--- src/rtl/evm_pkg.sv ---
// Shared types and helpers for the EVM ballot sequencer.
package evm_pkg;

    typedef enum logic [1:0] {
        IDLE,
        ARMED,
        COMMIT,
        LOCKOUT
    } state_t;

    localparam int DEF_NUM_CAND = 4;
    localparam int DEF_CNT_W    = 16;

    // Counters up to 32 bits wide go through this; callers pass their all-ones ceiling.
    function automatic logic [31:0] sat_inc(input logic [31:0] value, input logic [31:0] max_value);
        return (value >= max_value) ? value : value + 32'd1;
    endfunction

endpackage

--- src/rtl/vote_controller_if.sv ---
// Officer/candidate inputs and tally/status outputs of the ballot sequencer.
interface vote_controller_if #(
    parameter int NUM_CAND = 4,
    parameter int CNT_W    = 16
);
    localparam int SEL_W = (NUM_CAND > 1) ? $clog2(NUM_CAND) : 1;

    logic                mode;
    logic                ballot_enable;
    logic [NUM_CAND-1:0] cand_vote;
    logic [SEL_W-1:0]    result_sel;
    logic                armed;
    logic                vote_ack;
    logic                vote_reject;
    logic                timeout;
    logic [CNT_W-1:0]    result_count;
    logic [CNT_W-1:0]    total_votes;

    modport master (
        output mode, ballot_enable, cand_vote, result_sel,
        input  armed, vote_ack, vote_reject, timeout, result_count, total_votes
    );

    modport slave (
        input  mode, ballot_enable, cand_vote, result_sel,
        output armed, vote_ack, vote_reject, timeout, result_count, total_votes
    );
endinterface

--- src/rtl/vote_tally_bank.sv ---
// Per-candidate saturating tallies, saturating grand total and registered read mux.
module vote_tally_bank
    import evm_pkg::*;
#(
    parameter int NUM_CAND = DEF_NUM_CAND,
    parameter int CNT_W    = DEF_CNT_W,
    parameter int SEL_W    = 2
) (
    input  logic             clock,
    input  logic             reset_n,
    input  logic             inc,
    input  logic [SEL_W-1:0] inc_idx,
    input  logic             rd_en,
    input  logic [SEL_W-1:0] rd_sel,
    output logic [CNT_W-1:0] rd_data,
    output logic [CNT_W-1:0] total
);
    localparam logic [CNT_W-1:0] MAX = '1;

    logic [CNT_W-1:0] tally [NUM_CAND];

    always_ff @(posedge clock or negedge reset_n) begin
        if (!reset_n) begin
            for (int unsigned i = 0; i < NUM_CAND; i++) tally[i] <= '0;
            total   <= '0;
            rd_data <= '0;
        end else begin
            if (inc) begin
                tally[inc_idx] <= CNT_W'(sat_inc(32'(tally[inc_idx]), 32'(MAX)));
                total          <= CNT_W'(sat_inc(32'(total), 32'(MAX)));
            end
            if (rd_en && (32'(rd_sel) < 32'(NUM_CAND)))
                rd_data <= tally[rd_sel];
            else
                rd_data <= '0;
        end
    end
endmodule

--- src/rtl/vote_controller.sv ---
// Ballot sequencer: arms one ballot per officer enable edge, commits one vote, then locks out.
module vote_controller
    import evm_pkg::*;
#(
    parameter int NUM_CAND    = DEF_NUM_CAND,
    parameter int CNT_W       = DEF_CNT_W,
    parameter int TIMEOUT_CYC = 1000,
    parameter int LOCKOUT_CYC = 20
) (
    input  logic              clock,
    input  logic              reset_n,
    vote_controller_if.slave  bus
);
    localparam int SEL_W = (NUM_CAND > 1) ? $clog2(NUM_CAND) : 1;
    localparam int TMR_W = $clog2((TIMEOUT_CYC > LOCKOUT_CYC) ? TIMEOUT_CYC : LOCKOUT_CYC) + 1;

    state_t           state, state_nx;
    logic             be_q;
    logic [TMR_W-1:0] timer;
    logic [SEL_W-1:0] idx_q, hit_idx;
    logic             reject_q, timeout_q;
    logic             timer_clr, latch, reject_nx, timeout_nx, armed_c, ack_c;
    logic             rise;
    int unsigned      pop;

    assign rise = bus.ballot_enable & ~be_q;

    always_comb begin
        pop     = 0;
        hit_idx = '0;
        for (int unsigned i = 0; i < NUM_CAND; i++) begin
            if (bus.cand_vote[i]) begin
                pop++;
                hit_idx = SEL_W'(i);
            end
        end
    end

    always_ff @(posedge clock or negedge reset_n) begin
        if (!reset_n) state <= IDLE;
        else          state <= state_nx;
    end

    always_comb begin
        state_nx   = state;
        armed_c    = 1'b0;
        ack_c      = 1'b0;
        timer_clr  = 1'b0;
        latch      = 1'b0;
        reject_nx  = 1'b0;
        timeout_nx = 1'b0;
        case (state)
            IDLE: begin
                timer_clr = 1'b1;
                if (!bus.mode && rise) state_nx = ARMED;
            end
            ARMED: begin
                armed_c = 1'b1;
                // Abort beats everything; an accepted vote beats an expiring timer.
                if (bus.mode) begin
                    state_nx = IDLE;
                end else if (pop == 1) begin
                    latch    = 1'b1;
                    state_nx = COMMIT;
                end else begin
                    reject_nx = (pop > 1);
                    if (timer == TMR_W'(TIMEOUT_CYC - 1)) begin
                        timeout_nx = 1'b1;
                        state_nx   = IDLE;
                    end
                end
            end
            COMMIT: begin
                ack_c     = 1'b1;
                timer_clr = 1'b1;
                state_nx  = LOCKOUT;
            end
            LOCKOUT: begin
                if (timer == TMR_W'(LOCKOUT_CYC - 1)) state_nx = IDLE;
            end
            default: state_nx = IDLE;
        endcase
    end

    always_ff @(posedge clock or negedge reset_n) begin
        if (!reset_n) begin
            be_q      <= 1'b0;
            timer     <= '0;
            idx_q     <= '0;
            reject_q  <= 1'b0;
            timeout_q <= 1'b0;
        end else begin
            be_q      <= bus.ballot_enable;
            timer     <= timer_clr ? '0 : timer + TMR_W'(1);
            if (latch) idx_q <= hit_idx;
            reject_q  <= reject_nx;
            timeout_q <= timeout_nx;
        end
    end

    vote_tally_bank #(
        .NUM_CAND (NUM_CAND),
        .CNT_W    (CNT_W),
        .SEL_W    (SEL_W)
    ) u_bank (
        .clock   (clock),
        .reset_n (reset_n),
        .inc     (ack_c),
        .inc_idx (idx_q),
        .rd_en   (bus.mode),
        .rd_sel  (bus.result_sel),
        .rd_data (bus.result_count),
        .total   (bus.total_votes)
    );

    assign bus.armed       = armed_c;
    assign bus.vote_ack    = ack_c;
    assign bus.vote_reject = reject_q;
    assign bus.timeout     = timeout_q;
endmodule
--- src/flat_wrapper.sv ---
// flat-port wrapper written by rule: the top's interface ports become plain ports
module vote_controller_flat import evm_pkg::*;
#(
    parameter int NUM_CAND    = DEF_NUM_CAND,
    parameter int CNT_W       = DEF_CNT_W,
    parameter int TIMEOUT_CYC = 1000,
    parameter int LOCKOUT_CYC = 20
)
  (clock, reset_n, bus_mode, bus_ballot_enable, bus_cand_vote, bus_result_sel, bus_armed, bus_vote_ack, bus_vote_reject, bus_timeout, bus_result_count, bus_total_votes);
  vote_controller_if #(.NUM_CAND(NUM_CAND), .CNT_W(CNT_W)) bus_i ();
  input  logic clock;
  input  logic reset_n;
  input wire logic [$bits(bus_i.mode)-1:0] bus_mode;
  input wire logic [$bits(bus_i.ballot_enable)-1:0] bus_ballot_enable;
  input wire logic [$bits(bus_i.cand_vote)-1:0] bus_cand_vote;
  input wire logic [$bits(bus_i.result_sel)-1:0] bus_result_sel;
  output wire logic [$bits(bus_i.armed)-1:0] bus_armed;
  output wire logic [$bits(bus_i.vote_ack)-1:0] bus_vote_ack;
  output wire logic [$bits(bus_i.vote_reject)-1:0] bus_vote_reject;
  output wire logic [$bits(bus_i.timeout)-1:0] bus_timeout;
  output wire logic [$bits(bus_i.result_count)-1:0] bus_result_count;
  output wire logic [$bits(bus_i.total_votes)-1:0] bus_total_votes;
  assign bus_i.mode = bus_mode;
  assign bus_i.ballot_enable = bus_ballot_enable;
  assign bus_i.cand_vote = bus_cand_vote;
  assign bus_i.result_sel = bus_result_sel;
  assign bus_armed = bus_i.armed;
  assign bus_vote_ack = bus_i.vote_ack;
  assign bus_vote_reject = bus_i.vote_reject;
  assign bus_timeout = bus_i.timeout;
  assign bus_result_count = bus_i.result_count;
  assign bus_total_votes = bus_i.total_votes;
  vote_controller #(.NUM_CAND(NUM_CAND), .CNT_W(CNT_W), .TIMEOUT_CYC(TIMEOUT_CYC), .LOCKOUT_CYC(LOCKOUT_CYC)) u_core (.clock(clock), .reset_n(reset_n), .bus(bus_i));
endmodule
--- config.mk ---
export PLATFORM = sky130hd
export DESIGN_NAME = vote_controller_flat
export DESIGN_NICKNAME = d
export VERILOG_FILES = /design/src/rtl/evm_pkg.sv /design/src/rtl/vote_controller_if.sv /design/src/rtl/vote_tally_bank.sv /design/src/rtl/vote_controller.sv /design/src/flat_wrapper.sv
export SDC_FILE = /design/constraint.sdc
export NUM_CORES = 1
export LEC_CHECK = 0
export CORE_MARGIN = 8
export CORE_UTILIZATION = 60
export CTS_CLUSTER_DIAMETER = 80
export DETAILED_ROUTE_END_ITERATION = 12
export GPL_TIMING_DRIVEN = 0
export HOLD_SLACK_MARGIN = 0.15
export PLACE_DENSITY = 0.84
export SLEW_MARGIN = 20
export SYNTH_ARGS = -nofsm -noshare
export SYNTH_HDL_FRONTEND = slang
export SYNTH_SLANG_ARGS = --single-unit
--- constraint.sdc ---
create_clock -name clock -period 3.47 [get_ports clock]
set_input_delay 0.347 -clock clock [delete_from_list [all_inputs] [get_ports clock]]
set_output_delay 0.347 -clock clock [all_outputs]
set_load 0.05 [all_outputs]
==> impl_metrics.csv, run 1 <==
group,metric,value,unit
status,status,"complete, no violations",
synth,seq_area_frac_synth,0.496,
die,design.core.area,9280,um2
placement,detailed_place.area,6370,um2
timing,grt_setup_unrepaired,"no",
timing,setup-violations-final,0,
synth,synth.ff_latch_count,114,
placement,finalWeightedCongestion,0.886,
detailed_routing,firstDrtPassIters,9,
global_routing,grtUsageTotal,0.231,
final_layout,final_net_count,592,
synth,netlist-cell-type-count,51,
synth,synth_enable_flop_cells,0,
synth,synth.cell_area,5750,um2
setup_path,worstPathArrival,3.36,ns
setup_path,startpoint_type,"register",
clocking,clock_tree_from_tritoncts,"done",
final_layout,finalCoreUtilization,0.749,
die,fp.dieH,114,um
timing,final_period_minus_worst_setup_slack,3.00,ns
synth,synth.net_count,528,
die,start_util,0.620,
final_layout,post-route-cell-area,6950,um2
clocking,clk_path_buf_depth,2,
final_layout,area_delta_synth_final,20.9,%
min_path,hold_path_class,"primary input to async pin",
final_layout,antenna_cells,0,
placement,io_buffer_count,43,
setup_path,critPathMaxFanout,10,
clocking,insertion_delay_to_the_later_sink_of_the_worst_skew_pair,0.51,ns
job,total_of_max_cap_violations,0,
synth,syn_inst,512,
pwr,leak_pwr,3.04,nW
detailed_routing,wl_per_cell,20.0,um
timing,pin_slew_with_the_least_headroom_to_its_limit,1.02,ns
clocking,postCtsSetupRepairBufs,0,
global_routing,grt_remaining_overflow,0,
placement,dp_cells,685,
timing,hold_viol_final,0,
final_layout,post_route_cells_drive_above_1_share,0.122,
detailed_routing,route.final.wire_length,14.3,mm
final_layout,final_cell_count_no_fill,718,
synth,yosys_warnings,0,
detailed_routing,avgViaCountPerCell,6.55,
synth,syn-mean-instance-area,11.2,um2
clocking,cts-htree-levels,4,
timing,clock.fmax,333,MHz
detailed_routing,route.detailed.drc,0,
timing,worst_slew_margin_rel,0.322,
clocking,cts.repair.resized,0,
setup_path,path_class,"register to register",
synth,async_flop_share,1.00,
global_routing,grt_pass1_wl,23.6,mm
global_routing,grt_start_max_net_pins,86,
timing,totalNegativeSetupSlack,0,ns
clocking,path_clk_slew,0.06,ns
clocking,cts_hold_repair.buffers,1,
timing,timing.final.crit_share,0.866,
detailed_routing,via_count,4706,
clocking,cts_root_buffer_type,"clkbuf_8",
clocking,tritoncts_num_sinks,114,
global_routing,initial_antenna_violation_count,0,
setup_path,worst_setup_path_end_kind,"register",
timing,final.setup_skew,0.00934,ns
setup_path,crit_required,3.82,ns
timing,slew_violations,0,
die,dieArea,13000,um2
placement,dpl.hpwl,9.18,mm
global_routing,first_global_vias,4705,
die,rows,35,
detailed_routing,ant_nets,0,
synth,synthFlopType,"dfrtp_1",
clocking,cts_buffers,17,
detailed_routing,initialDrtViolationCount,545,
die,dieWidth,114,um
pwr,power_density,683,nW/um2
pwr,worst_ir_drop_vdd,545,uV
die,design.portCount,46,
## flip-flops by register name, summed over array words and instances (netlist names), 2 cells and up, named ones only
name / flops
u_core.u_bank.tally: 64
u_core.u_bank.rd_data: 16
u_core.u_bank.total: 16
u_core.timer: 11
u_core.idx_q: 2
## critical path, cell delays in order, from the launching register on
cell and delay, ns:
dfrtp_1 0.46, buf_4 0.22, mux4_2 0.44, ha_1 0.27, nand3_2 0.19, nor4_4 0.63
mux2i_1 0.45, o21ai_0 0.19
## power by group
group	internal (W)	switching, W
clock network	0.00108	0.000601
logic	0.000497	0.000889
registers	0.00152	0.000167
## final cells by class
cell class	instances	area (um2)
clock buffers	23	467
well taps	129	161
plain buffers	19	86.3
flip-flops and latches	114	2850
repair buffers	45	469
clock inverters	9	105
multi-input cells	369	2780
fillers	600	2330
inverters	10	37.5
## final timing paths
| path | from | end | slack [ns] | cells past startpoint |
|---|---|---|---|---|
| min in group clock | bus_ballot_enable | u_core.be_q | 0.36 | 1 |
| worst max register to register | u_core.idx_q[0] | u_core.u_bank.tally[49] | 0.47 | 7 |
| worst max-delay path | u_core.idx_q[0] | u_core.u_bank.tally[49] | 0.47 | 7 |
| worst min-delay path | reset_n | u_core.timer[3] | 0.28 | 2 |
| worst min register to register | u_core.timer[0] | u_core.timer[0] | 0.47 | 1 |
| max in group asynchronous | reset_n | u_core.u_bank.rd_data[12] | 2.49 | 3 |
## cell usage in the layout, fill, tap and decap left out, types with 6 or more instances in the layout
| master | count |
|---|---|
| and3_1 | 8 |
| mux4_1 | 8 |
| clkbuf_1 | 16 |
| ha_1 | 6 |
| and2_1 | 23 |
| xnor2_1 | 12 |
| o21ai_0 | 62 |
| nand4_1 | 8 |
| nand3_1 | 22 |
| xor2_1 | 12 |
| or3_1 | 7 |
| dfrtp_1 | 114 |
| clkbuf_16 | 16 |
| nor3_1 | 9 |
| mux4_2 | 24 |
| nor2_1 | 20 |
| inv_1 | 9 |
| mux2i_1 | 6 |
| nand2b_1 | 6 |
| a31oi_1 | 12 |
| clkdlybuf4s50_1 | 42 |
| nand2_1 | 71 |
## metrics by stage
step           hold slack [ns]  total power (W)  setup slack (ns)
4_1_cts                  0.274          0.00474             0.563
5_1_grt                  0.300          0.00495             0.327
3_3_place_gp             0.440          0.00299             -2.12
2_1_floorplan           0.0514          0.00262              1.11
6_report                 0.278          0.00475             0.466
3_5_place_dp             0.238          0.00305             0.646
## cell usage after synthesis (4+ instances only)
| cell | instances | area [um2] |
|---|---|---|
| nand3_1 | 22 | 110 |
| a21boi_0 | 5 | 37.5 |
| xor2_1 | 12 | 105 |
| dfrtp_1 | 114 | 2850 |
| nand2b_1 | 6 | 37.5 |
| and4_1 | 5 | 43.8 |
| ha_1 | 6 | 75.1 |
| a31oi_1 | 12 | 75.1 |
| and2_1 | 23 | 144 |
| xnor2_1 | 12 | 105 |
| nand2_1 | 71 | 267 |
| clkbuf_1 | 13 | 48.8 |
| mux4_1 | 8 | 210 |
| and3_1 | 8 | 50.1 |
| or3_1 | 7 | 43.8 |
| nor3_1 | 9 | 45.0 |
| or4_1 | 4 | 30.0 |
| nor4_1 | 4 | 25.0 |
| o211ai_1 | 5 | 37.5 |
| mux4_2 | 24 | 541 |
| nand4_1 | 8 | 50.1 |
| o21ai_0 | 62 | 310 |
| inv_1 | 9 | 33.8 |
| mux2i_1 | 6 | 60.1 |
| nor2_1 | 20 | 75.1 |
## routing by layer
| metal | global-route usage | vias to the layer above | wire length, um |
|---|---|---|---|
| met1 | 0.284 | 2341 | 5580 |
| met3 | 0.0713 | 56 | 1380 |
| met4 | 0.0932 | 0 | 407 |
| li1 | - | 2022 | - |
| met5 | 0 | - | 0 |
| met2 | 0.373 | 287 | 6980 |
## logic make-up (layout without fill, tap and decap cells)
family,count (synthesis),count (layout),synth area share
flops,114,114,0.496
mux,39,39,0.143
simple gates,203,203,0.189
xor+xnor,24,24,0.0365
compound gates,97,97,0.101
buf+inv,29,106,0.0215
fa+ha+maj,6,6,0.0131
Power figures use the tool's default switching activity.
==> run 2: changes to the inputs <==
CTS_CLUSTER_SIZE = 24   (was unset)
==> results of run 2 <==
Same layout as run 1: the final DEF is identical, and so are final timing and power.
==> run 3: changes to the inputs <==
CAP_MARGIN = 20   (was unset)
SLEW_MARGIN = unset   (was 20)
==> run 3 against run 2 <==
- total power up 3.2%
- fmax up 1.4%
- sequential share of layout area down 0.28 points
- hold slack better by 0.068 ns
- largest power group is now the clock network
- highest routed layer unchanged
==> impl_metrics.csv, run 3 (synthesis results as in run 1) <==
group,metric,value,unit
status,status,"complete, no violations",
detailed_routing,via_count,4637,
clocking,cts_buffers,17,
placement,post-place-ws,0.637,ns
timing,final_period_minus_worst_setup_slack,2.96,ns
global_routing,initial_antenna_violation_count,0,
timing,hold_viol_final,0,
final_layout,largest_register_ffs,64,
pwr,worst_ir_drop_vdd,545,uV
clocking,postCtsSetupRepairBufs,0,
die,start_util,0.620,
clocking,cts_root_buffer_type,"clkbuf_8",
setup_path,path_class,"register to register",
detailed_routing,firstDrtPassIters,6,
clocking,cts.repair.resized,0,
min_path,hold_path_startpoint,"bus_ballot_enable",
final_layout,antenna_cells,0,
timing,final_critical_path_setup_slack,0.508,ns
final_layout,final_cell_count_no_fill,718,
clocking,path_clk_slew,0.05,ns
timing,grt_setup_unrepaired,"no",
detailed_routing,avgViaCountPerCell,6.46,
clocking,insertion_delay_to_the_later_sink_of_the_worst_skew_pair,0.52,ns
final_layout,area_delta_synth_final,21.7,%
pwr,switchingPower,0.00168,W
final_layout,post_route_cells_drive_above_1_share,0.127,
pwr,internal_power_summed_over_all_cells,0.00322,W
pwr,seqPwrFrac,0.344,
final_layout,final_cell_mix,"114 x dfrtp_1, 71 x nand2_1, 62 x o21ai_0",
setup_path,critPathMaxFanout,10,
clocking,clock_tree_from_tritoncts,"done",
final_layout,final_net_count,592,
timing,timing.final.crit_share,0.854,
timing,pin_slew_with_the_least_headroom_to_its_limit,1.04,ns
pwr,power.share.combinational,0.282,
placement,dp_cells,685,
placement,finalWeightedCongestion,0.886,
detailed_routing,route.final.wire_length,14.4,mm
setup_path,worst_path_largest_cell_delay,0.64,ns
global_routing,grt_pass1_wl,23.7,mm
final_layout,post-route-cell-area,7000,um2
detailed_routing,initialDrtViolationCount,508,
global_routing,first_global_vias,4704,
timing,worst_slew_margin_rel,0.305,
pwr,leak_pwr,3.06,nW
die,design.core.area,9280,um2
timing,clock.fmax,338,MHz
timing,slew_violations,0,
timing,final.setup_skew,0.00753,ns
placement,detailed_place.area,6370,um2
global_routing,grtUsageTotal,0.233,
detailed_routing,ant_nets,0,
clocking,tritoncts_num_sinks,114,
placement,dpl.hpwl,9.26,mm
die,dieArea,13000,um2
setup_path,crit-reg2reg-launch,"u_core.idx_q[0]",
pwr,switching_share,0.343,
setup_path,worst_setup_path_end_kind,"register",
min_path,hold_path_class,"primary input to register",
pwr,power.share.clock,0.374,
global_routing,grt_start_max_net_pins,70,
die,fp.dieH,114,um
final_layout,fillers,580,
final_layout,reg.largest.list,"u_core.u_bank.tally: 64 flops, u_core.u_bank.rd_data: 16 flops, u_core.u_bank.total: 16 flops",
setup_path,worstPathArrival,3.32,ns
detailed_routing,route.detailed.drc,0,
placement,io_buffer_count,43,
timing,totalNegativeSetupSlack,0,ns
setup_path,startpoint_type,"register",
pwr,power_density,700,nW/um2
job,total_of_max_cap_violations,0,
die,design.portCount,46,
die,rows,35,
clocking,cts-htree-levels,4,
die,dieWidth,114,um
setup_path,path_cells,"buf_4, mux4_2, ha_1, nand3_2, nor4_4, mux2i_1, o21ai_0",
setup_path,slowest_stage,"nor4_4",
final_layout,final_common_cell,"dfrtp_1",
timing,setup-violations-final,0,
clocking,clk_path_buf_depth,2,
global_routing,grt_remaining_overflow,0,
setup_path,startpoint,"u_core.idx_q[0]",
final_layout,largest_register,"u_core.u_bank.tally",
detailed_routing,wl_per_cell,20.0,um
setup_path,crit_required,3.83,ns
-- run 3: critical path: cells and delay by family, from the launching register on --
family                     cells  cell delay [ns]
muxes                          2             0.86
AOI/OAI and AO/OA              1             0.18
and+or+nand+nor                2             0.82
buffers and inverters          1             0.22
DFF                            1             0.46
adders and majority gates      1             0.26
-- run 3: repair_timing --
| item | CTS | global route |
|---|---|---|
| endpoints found under the setup margin | 0 | 0 |
| hold buffers | 1 | 0 |
| hold endpoints to repair | 68 | 0 |
-- run 3: cell type report --
cell class,instances,area [um2],area share
timing repair buffer,45,465,0.0665
multi-input combinational,369,2780,0.396
tap,129,161,0.0231
clock inverter,13,181,0.0259
inverter,10,37.5,0.00536
sequential,114,2850,0.407
clock buffer,19,442,0.0631
buffer,19,86.3,0.0123
-- run 3: power by group through the flow --
stage          clock (W)  sequential [W]  combinational (W)
6_report         0.00183         0.00169            0.00138
5_1_grt          0.00189         0.00171            0.00149
4_1_cts          0.00183         0.00168            0.00137
3_5_place_dp           0         0.00170            0.00135
3_3_place_gp           0         0.00168            0.00131
2_1_floorplan          0         0.00181           0.000811
-- run 3: stage by stage --
step                      utilization  total power [W]  hold WS, ns
after floorplan                     -          0.00262       0.0514
after global placement          0.683          0.00299        0.440
after detailed placement        0.686          0.00305        0.447
after CTS                       0.754          0.00488        0.334
after global routing            0.754          0.00509        0.330
final                           0.754          0.00490        0.346
-- run 3: path summary, 6_finish.rpt --
path                                                end  slack, ns  cells past startpoint
worst min-delay path                        u_core.be_q       0.35                      1
worst max-delay path            u_core.u_bank.tally[33]       0.51                      7
worst max register to register  u_core.u_bank.tally[33]       0.51                      7
max in group asynchronous       u_core.u_bank.tally[13]       2.25                      3
worst min register to register          u_core.timer[0]       0.45                      1
min in group asynchronous               u_core.timer[3]       0.49                      2
-- run 3: per-layer routing --
| layer | up-vias | GRT usage | routed length (um) |
|---|---|---|---|
| li1 | 2026 | - | - |
| met1 | 2318 | 0.280 | 5730 |
| met2 | 254 | 0.379 | 7040 |
| met3 | 39 | 0.0703 | 1210 |
| met4 | 0 | 0.108 | 374 |
| met5 | - | 0 | 0 |
